`config.mk`:
```
export PLATFORM = sky130hd
export DESIGN_NAME = id_ex_stage
export DESIGN_NICKNAME = d
export VERILOG_FILES = /design/src/rtl/id_ex_stage.sv
export SDC_FILE = /design/constraint.sdc
export NUM_CORES = 1
export LEC_CHECK = 0
export ABC_AREA = 1
export BUFFER_PORTS_ARGS = -buffer_cell sky130_fd_sc_hd__buf_2
export CAP_MARGIN = 20
export CORE_MARGIN = 8
export CORE_UTILIZATION = 46
export CTS_CLUSTER_SIZE = 40
export DETAILED_ROUTE_END_ITERATION = 7
export PLACE_DENSITY = 0.8
export SLEW_MARGIN = 40
export SYNTH_ARGS = -nofsm -noshare
export SYNTH_HDL_FRONTEND = slang
export SYNTH_SLANG_ARGS = --single-unit
export TNS_END_PERCENT = 10
```
`constraint.sdc`:
```
create_clock -name clk -period 1.6 [get_ports clk]
set_clock_uncertainty 0.1 [all_clocks]
set_input_delay 0.08 -clock clk [delete_from_list [all_inputs] [get_ports clk]]
set_output_delay 0.08 -clock clk [all_outputs]
set_load 0.02 [all_outputs]
```
`src/rtl/id_ex_stage.sv`:
```
// ID/EX pipeline register: ALU control decode, operand select, load-use bubble insertion.
// Define ID_EX_FWD_EN to add EX/MEM and MEM/WB forwarding muxes on the registered operands.
module id_ex_stage #(
  parameter int unsigned word_size = 32,
  parameter int unsigned reg_bits  = 5
) (
  input  logic                 clk,
  input  logic                 rst,
  input  logic                 stall,
  input  logic                 flush,
  input  logic                 id_valid,
  input  logic [word_size-1:0] id_rs_data,
  input  logic [word_size-1:0] id_rt_data,
  input  logic [word_size-1:0] id_imm,
  input  logic [reg_bits-1:0]  id_rs,
  input  logic [reg_bits-1:0]  id_rt,
  input  logic [reg_bits-1:0]  id_rd,
  input  logic [1:0]           id_alu_op,
  input  logic [5:0]           id_funct,
  input  logic                 id_alu_src,
  input  logic                 id_reg_dst,
  input  logic                 id_reg_write,
  input  logic                 id_mem_read,
  input  logic                 id_mem_write,
  input  logic                 id_mem_to_reg,
`ifdef ID_EX_FWD_EN
  input  logic                 mem_fwd_we,
  input  logic [reg_bits-1:0]  mem_fwd_reg,
  input  logic [word_size-1:0] mem_fwd_data,
  input  logic                 wb_fwd_we,
  input  logic [reg_bits-1:0]  wb_fwd_reg,
  input  logic [word_size-1:0] wb_fwd_data,
`endif
  output logic                 hazard_stall,
  output logic                 ex_valid,
  output logic [3:0]           ex_alu_ctrl,
  output logic [word_size-1:0] ex_data1,
  output logic [word_size-1:0] ex_data2,
  output logic [word_size-1:0] ex_store_data,
  output logic [reg_bits-1:0]  ex_write_reg,
  output logic [reg_bits-1:0]  ex_rs,
  output logic [reg_bits-1:0]  ex_rt,
  output logic                 ex_reg_write,
  output logic                 ex_mem_read,
  output logic                 ex_mem_write,
  output logic                 ex_mem_to_reg,
  output logic                 ex_illegal
);

  logic                 valid_q, alu_src_q, reg_write_q, mem_read_q, mem_write_q;
  logic                 mem_to_reg_q, illegal_q;
  logic [3:0]           alu_ctrl_q;
  logic [word_size-1:0] rs_data_q, rt_data_q, imm_q;
  logic [reg_bits-1:0]  write_reg_q, rs_q, rt_q;

  logic [3:0]           alu_code;
  logic                 illegal;
  logic                 bubble;
  logic [word_size-1:0] rs_val, rt_val;

  always_comb begin
    alu_code = 4'b0010;
    illegal  = 1'b0;
    unique case (id_alu_op)
      2'b00: alu_code = 4'b0010;
      2'b01: alu_code = 4'b0110;
      2'b10: begin
        case (id_funct)
          6'b100000: alu_code = 4'b0010;
          6'b100010: alu_code = 4'b0110;
          6'b100100: alu_code = 4'b0000;
          6'b100101: alu_code = 4'b0001;
          6'b100111: alu_code = 4'b1100;
          6'b101010: alu_code = 4'b0111;
          default:   illegal  = 1'b1;
        endcase
      end
      2'b11: illegal = 1'b1;
    endcase
  end

  // Load-use: the load in EX cannot supply its value in time for the consumer in ID.
  assign hazard_stall = valid_q & mem_read_q & (write_reg_q != '0) & id_valid &
                        ((write_reg_q == id_rs) | (write_reg_q == id_rt)) & ~flush;

  // rst and flush beat stall; a hazard bubble only lands when the stage is not held.
  assign bubble = rst | flush | (~stall & hazard_stall);

  always_ff @(posedge clk) begin
    if (bubble) begin
      valid_q      <= 1'b0;
      alu_ctrl_q   <= 4'b0000;
      rs_data_q    <= '0;
      rt_data_q    <= '0;
      imm_q        <= '0;
      alu_src_q    <= 1'b0;
      write_reg_q  <= '0;
      rs_q         <= '0;
      rt_q         <= '0;
      reg_write_q  <= 1'b0;
      mem_read_q   <= 1'b0;
      mem_write_q  <= 1'b0;
      mem_to_reg_q <= 1'b0;
      illegal_q    <= 1'b0;
    end else if (!stall) begin
      valid_q      <= id_valid;
      alu_ctrl_q   <= alu_code;
      rs_data_q    <= id_rs_data;
      rt_data_q    <= id_rt_data;
      imm_q        <= id_imm;
      alu_src_q    <= id_alu_src;
      write_reg_q  <= id_reg_dst ? id_rd : id_rt;
      rs_q         <= id_rs;
      rt_q         <= id_rt;
      reg_write_q  <= id_reg_write & id_valid;
      mem_read_q   <= id_mem_read & id_valid;
      mem_write_q  <= id_mem_write & id_valid;
      mem_to_reg_q <= id_mem_to_reg & id_valid;
      illegal_q    <= illegal & id_valid;
    end
  end

`ifdef ID_EX_FWD_EN
  // The younger result (EX/MEM) wins over MEM/WB; r0 is never forwarded.
  always_comb begin
    rs_val = rs_data_q;
    rt_val = rt_data_q;
    if (mem_fwd_we && mem_fwd_reg != '0 && mem_fwd_reg == rs_q) begin
      rs_val = mem_fwd_data;
    end else if (wb_fwd_we && wb_fwd_reg != '0 && wb_fwd_reg == rs_q) begin
      rs_val = wb_fwd_data;
    end
    if (mem_fwd_we && mem_fwd_reg != '0 && mem_fwd_reg == rt_q) begin
      rt_val = mem_fwd_data;
    end else if (wb_fwd_we && wb_fwd_reg != '0 && wb_fwd_reg == rt_q) begin
      rt_val = wb_fwd_data;
    end
  end
`else
  assign rs_val = rs_data_q;
  assign rt_val = rt_data_q;
`endif

  assign ex_valid      = valid_q;
  assign ex_alu_ctrl   = alu_ctrl_q;
  assign ex_data1      = rs_val;
  assign ex_data2      = alu_src_q ? imm_q : rt_val;
  assign ex_store_data = rt_val;
  assign ex_write_reg  = write_reg_q;
  assign ex_rs         = rs_q;
  assign ex_rt         = rt_q;
  assign ex_reg_write  = reg_write_q;
  assign ex_mem_read   = mem_read_q;
  assign ex_mem_write  = mem_write_q;
  assign ex_mem_to_reg = mem_to_reg_q;
  assign ex_illegal    = illegal_q;

endmodule

```
==> out/qor.yml <==
outcome:
  status: "finished with violations"
  violations: "negative setup slack"
pwr:
  swShare: 0.245
  p_int_mw: 6.40
  p_seq_frac: 0.378
  power_frac_comb: 0.166
  irDropWorstVdd_mv: 0.849
  power.static_leakage_nw: 4.58
  powerDensity_nw_per_um2: 930
  power_switching_mw: 2.08
  clockPowerShare: 0.456
cells_and_area:
  drive_above_1_share: 0.374
  syn_to_final_growth_pct: 77.6
  finalInstanceArea_um2: 9120
  nNetsFinal: 1090
  fillers: 549
  final_cell_mix: "buf_2 (232), dlygate4sd3_1 (147), nor2_1 (136)"
  layout_commonest_cell: "buf_2"
synthesis:
  synth.distinct_cells: 21
  syn_area_um2: 5130
  yosys_warnings: 0
  synthTopCellsByArea: "dfxtp_1 (48%), mux2i_1 (20%), nor2_1 (10%), mux2_2 (7.0%), nand2_1 (2.9%)"
  synth.avg_cell_area_um2: 9.37
  ys_seq_area_frac: 0.476
  postSynthCellCount: 548
  syn_nets: 681
  synth-seq-cells: 122
  synth_top_area_frac: 0.476
  synth_top_area_cell: "dfxtp_1"
sta:
  finalSetupViolCount: 73
  fin_ws_ps: -211
  slew_viol_final: 0
  post-route-period-util: 1.13
  tightest_slew_ps: 636
  relSlewSlack: 0.574
  final_hold_viol_count: 0
  min_period_ps: 1810
  fin_setup_tns_ps: -6560
  rsz0062_at_grt: "yes"
  max_freq_ghz: 0.552
setup_path:
  crit_slowest_cell: "dfxtp_4"
  ff2ff_setup_slack_ps: -80
  crit_type: "flip-flop to output pin"
  required_ps: 1420
  critical_path.max_stage_delay_ps: 390
  cp-end-kind: "output pin"
  crit_start: "alu_src_q"
  crit_path_max_fanout: 16
  rr_startpoint: "ex_write_reg[4]"
  crit_chain: "buf_16 > mux2_2 > buf_2"
  crit_arrival_ps: 1630
  worstRegToRegCells: 9
  setup.worst_path.start_class: "flip-flop"
  regToRegEndpoint: "ex_store_data[11]"
route:
  drt-total-wl_mm: 22.2
  drtIter0Drc: 404
  avgRoutedWirePerCell_um: 19.9
  post-route-drc-count: 0
  viasPerCell: 5.23
  num_vias: 5832
  dr.pass1.iters: 8
  detail-route-antenna-nets: 0
die:
  start_util: 0.472
  die_area_um2: 14800
  ioPinCount: 252
  die_w_um: 122
  fp.coreArea_um2: 10900
  die_h_um: 122
  rows: 38
placement:
  dp_hpwl_mm: 10.7
  gp_congestion: 0.872
  port_buffers: 251
  dpl_cell_area_um2: 6560
worst_hold_path:
  whs_path_depth: 6
  min_delay_worst_endpoint: "ex_alu_ctrl[0]"
  worstHoldStart: "id_funct[3]"
  hp-class: "input port to flip-flop"
cts:
  cts_root_buf: "clkbuf_8"
  clkTransAtPathRegs_ps: 60
  cts_sinks: 122
  cts_tree: "yes"
  cts_buffer_depth: 2
  cts-htree-levels: 4
  numCtsBuffers: 17
  clk_latency_ps: 510
global_routing:
  overflow: 0
  antenna_found_initial: 4
  grt_max_degree: 42
  grt_use_total: 0.270
  grt_pass1_vias: 6185
  grt_pass1_wl_mm: 31.5
job:
  cap_viol_max_count: 0
[cell type report]
| cell class | instances | area [um^2] | area share |
|---|---|---|---|
| clock buffer | 25 | 484 | 0.0531 |
| inverter | 26 | 97.6 | 0.0107 |
| antenna | 5 | 12.5 | 0.00137 |
| clock inverter | 7 | 113 | 0.0123 |
| multi-input combinational | 368 | 2540 | 0.279 |
| tap | 140 | 175 | 0.0192 |
| sequential | 122 | 2460 | 0.269 |
| timing repair buffer | 422 | 3240 | 0.355 |
[power groups by stage]
stage | logic, mW | clock network (mW) | registers, mW
3_3_place_gp | 0.914 | 0 | 3.26
5_1_grt | 1.49 | 4.04 | 3.22
2_1_floorplan | 0.483 | 0 | 3.34
4_1_cts | 1.22 | 3.88 | 3.20
6_report | 1.40 | 3.87 | 3.21
3_5_place_dp | 0.920 | 0 | 3.26
[worst max-delay path, delay by kind of cell, from the launching register on]
family / cells / cell delay (ps)
buffers and inverters: 2 / 350
flip-flops: 1 / 390
multiplexers: 1 / 370
[cell families after synthesis]
kind of cell / after synthesis / synth area share
simple gates: 194 / 0.145
mux: 134 / 0.269
flops: 122 / 0.476
compound gates: 31 / 0.0341
xor+xnor: 5 / 0.00853
buf+inv: 59 / 0.0604
fa+ha+maj: 3 / 0.00731
[cells in the mapped netlist (all sizes together)]
library cell / count
clkbuf: 6
xor2: 3
nor2: 143
ha: 3
a22oi: 6
mux2i: 102
inv: 26
nand3: 9
o211ai: 1
a21boi: 1
nand2: 40
xnor2: 2
o21ai: 12
dfxtp: 122
buf: 27
a21oi: 11
nor3: 1
nor3b: 1
mux2: 32
[stage by stage]
stage | setup WS, ps | util | cells | total power, mW | hold WS (ps)
finish | -211 | 0.838 | 1115 | 8.48 | 49.7
global route | -280 | 0.837 | 1114 | 8.75 | 80.5
CTS | -218 | 0.798 | 1100 | 8.30 | 5.98
detailed placement | 39.0 | 0.602 | 919 | 4.18 | 231
global placement | 62.4 | 0.602 | 919 | 4.17 | 225
floorplan | 51.8 | - | 548 | 3.82 | 139
[worst max path at each step]
| stage | endpoint | slack (ps) | depth (start not counted) |
|---|---|---|---|
| floorplan | ex_write_reg[1] | 50 | 9 |
| global placement | ex_write_reg[0] | 60 | 10 |
| detailed placement | imm_q[9] | 40 | 10 |
| CTS | ex_data2[14] | -220 | 3 |
| global route | hazard_stall | -280 | 6 |
| finish | ex_data2[27] | -210 | 3 |
[what timing repair did]
| action | 4_1_cts | 5_1_grt |
|---|---|---|
| setup buffers | 0 | 3 |
| cloned | 1 | 7 |
| setup endpoints to repair | 33 | 155 |
| endpoints found under the hold margin | 122 | 0 |
| pin swaps | 2 | 6 |
| gates resized for setup | 10 | 78 |
| hold buffers | 148 | 0 |
[routing by layer]
layer,track usage,part of all wire
met5,0,0
met4,0.200,0.066
met3,0.0828,0.079
met2,0.462,0.50
met1,0.274,0.36
Note: power is estimated with default switching activity, not from simulation.
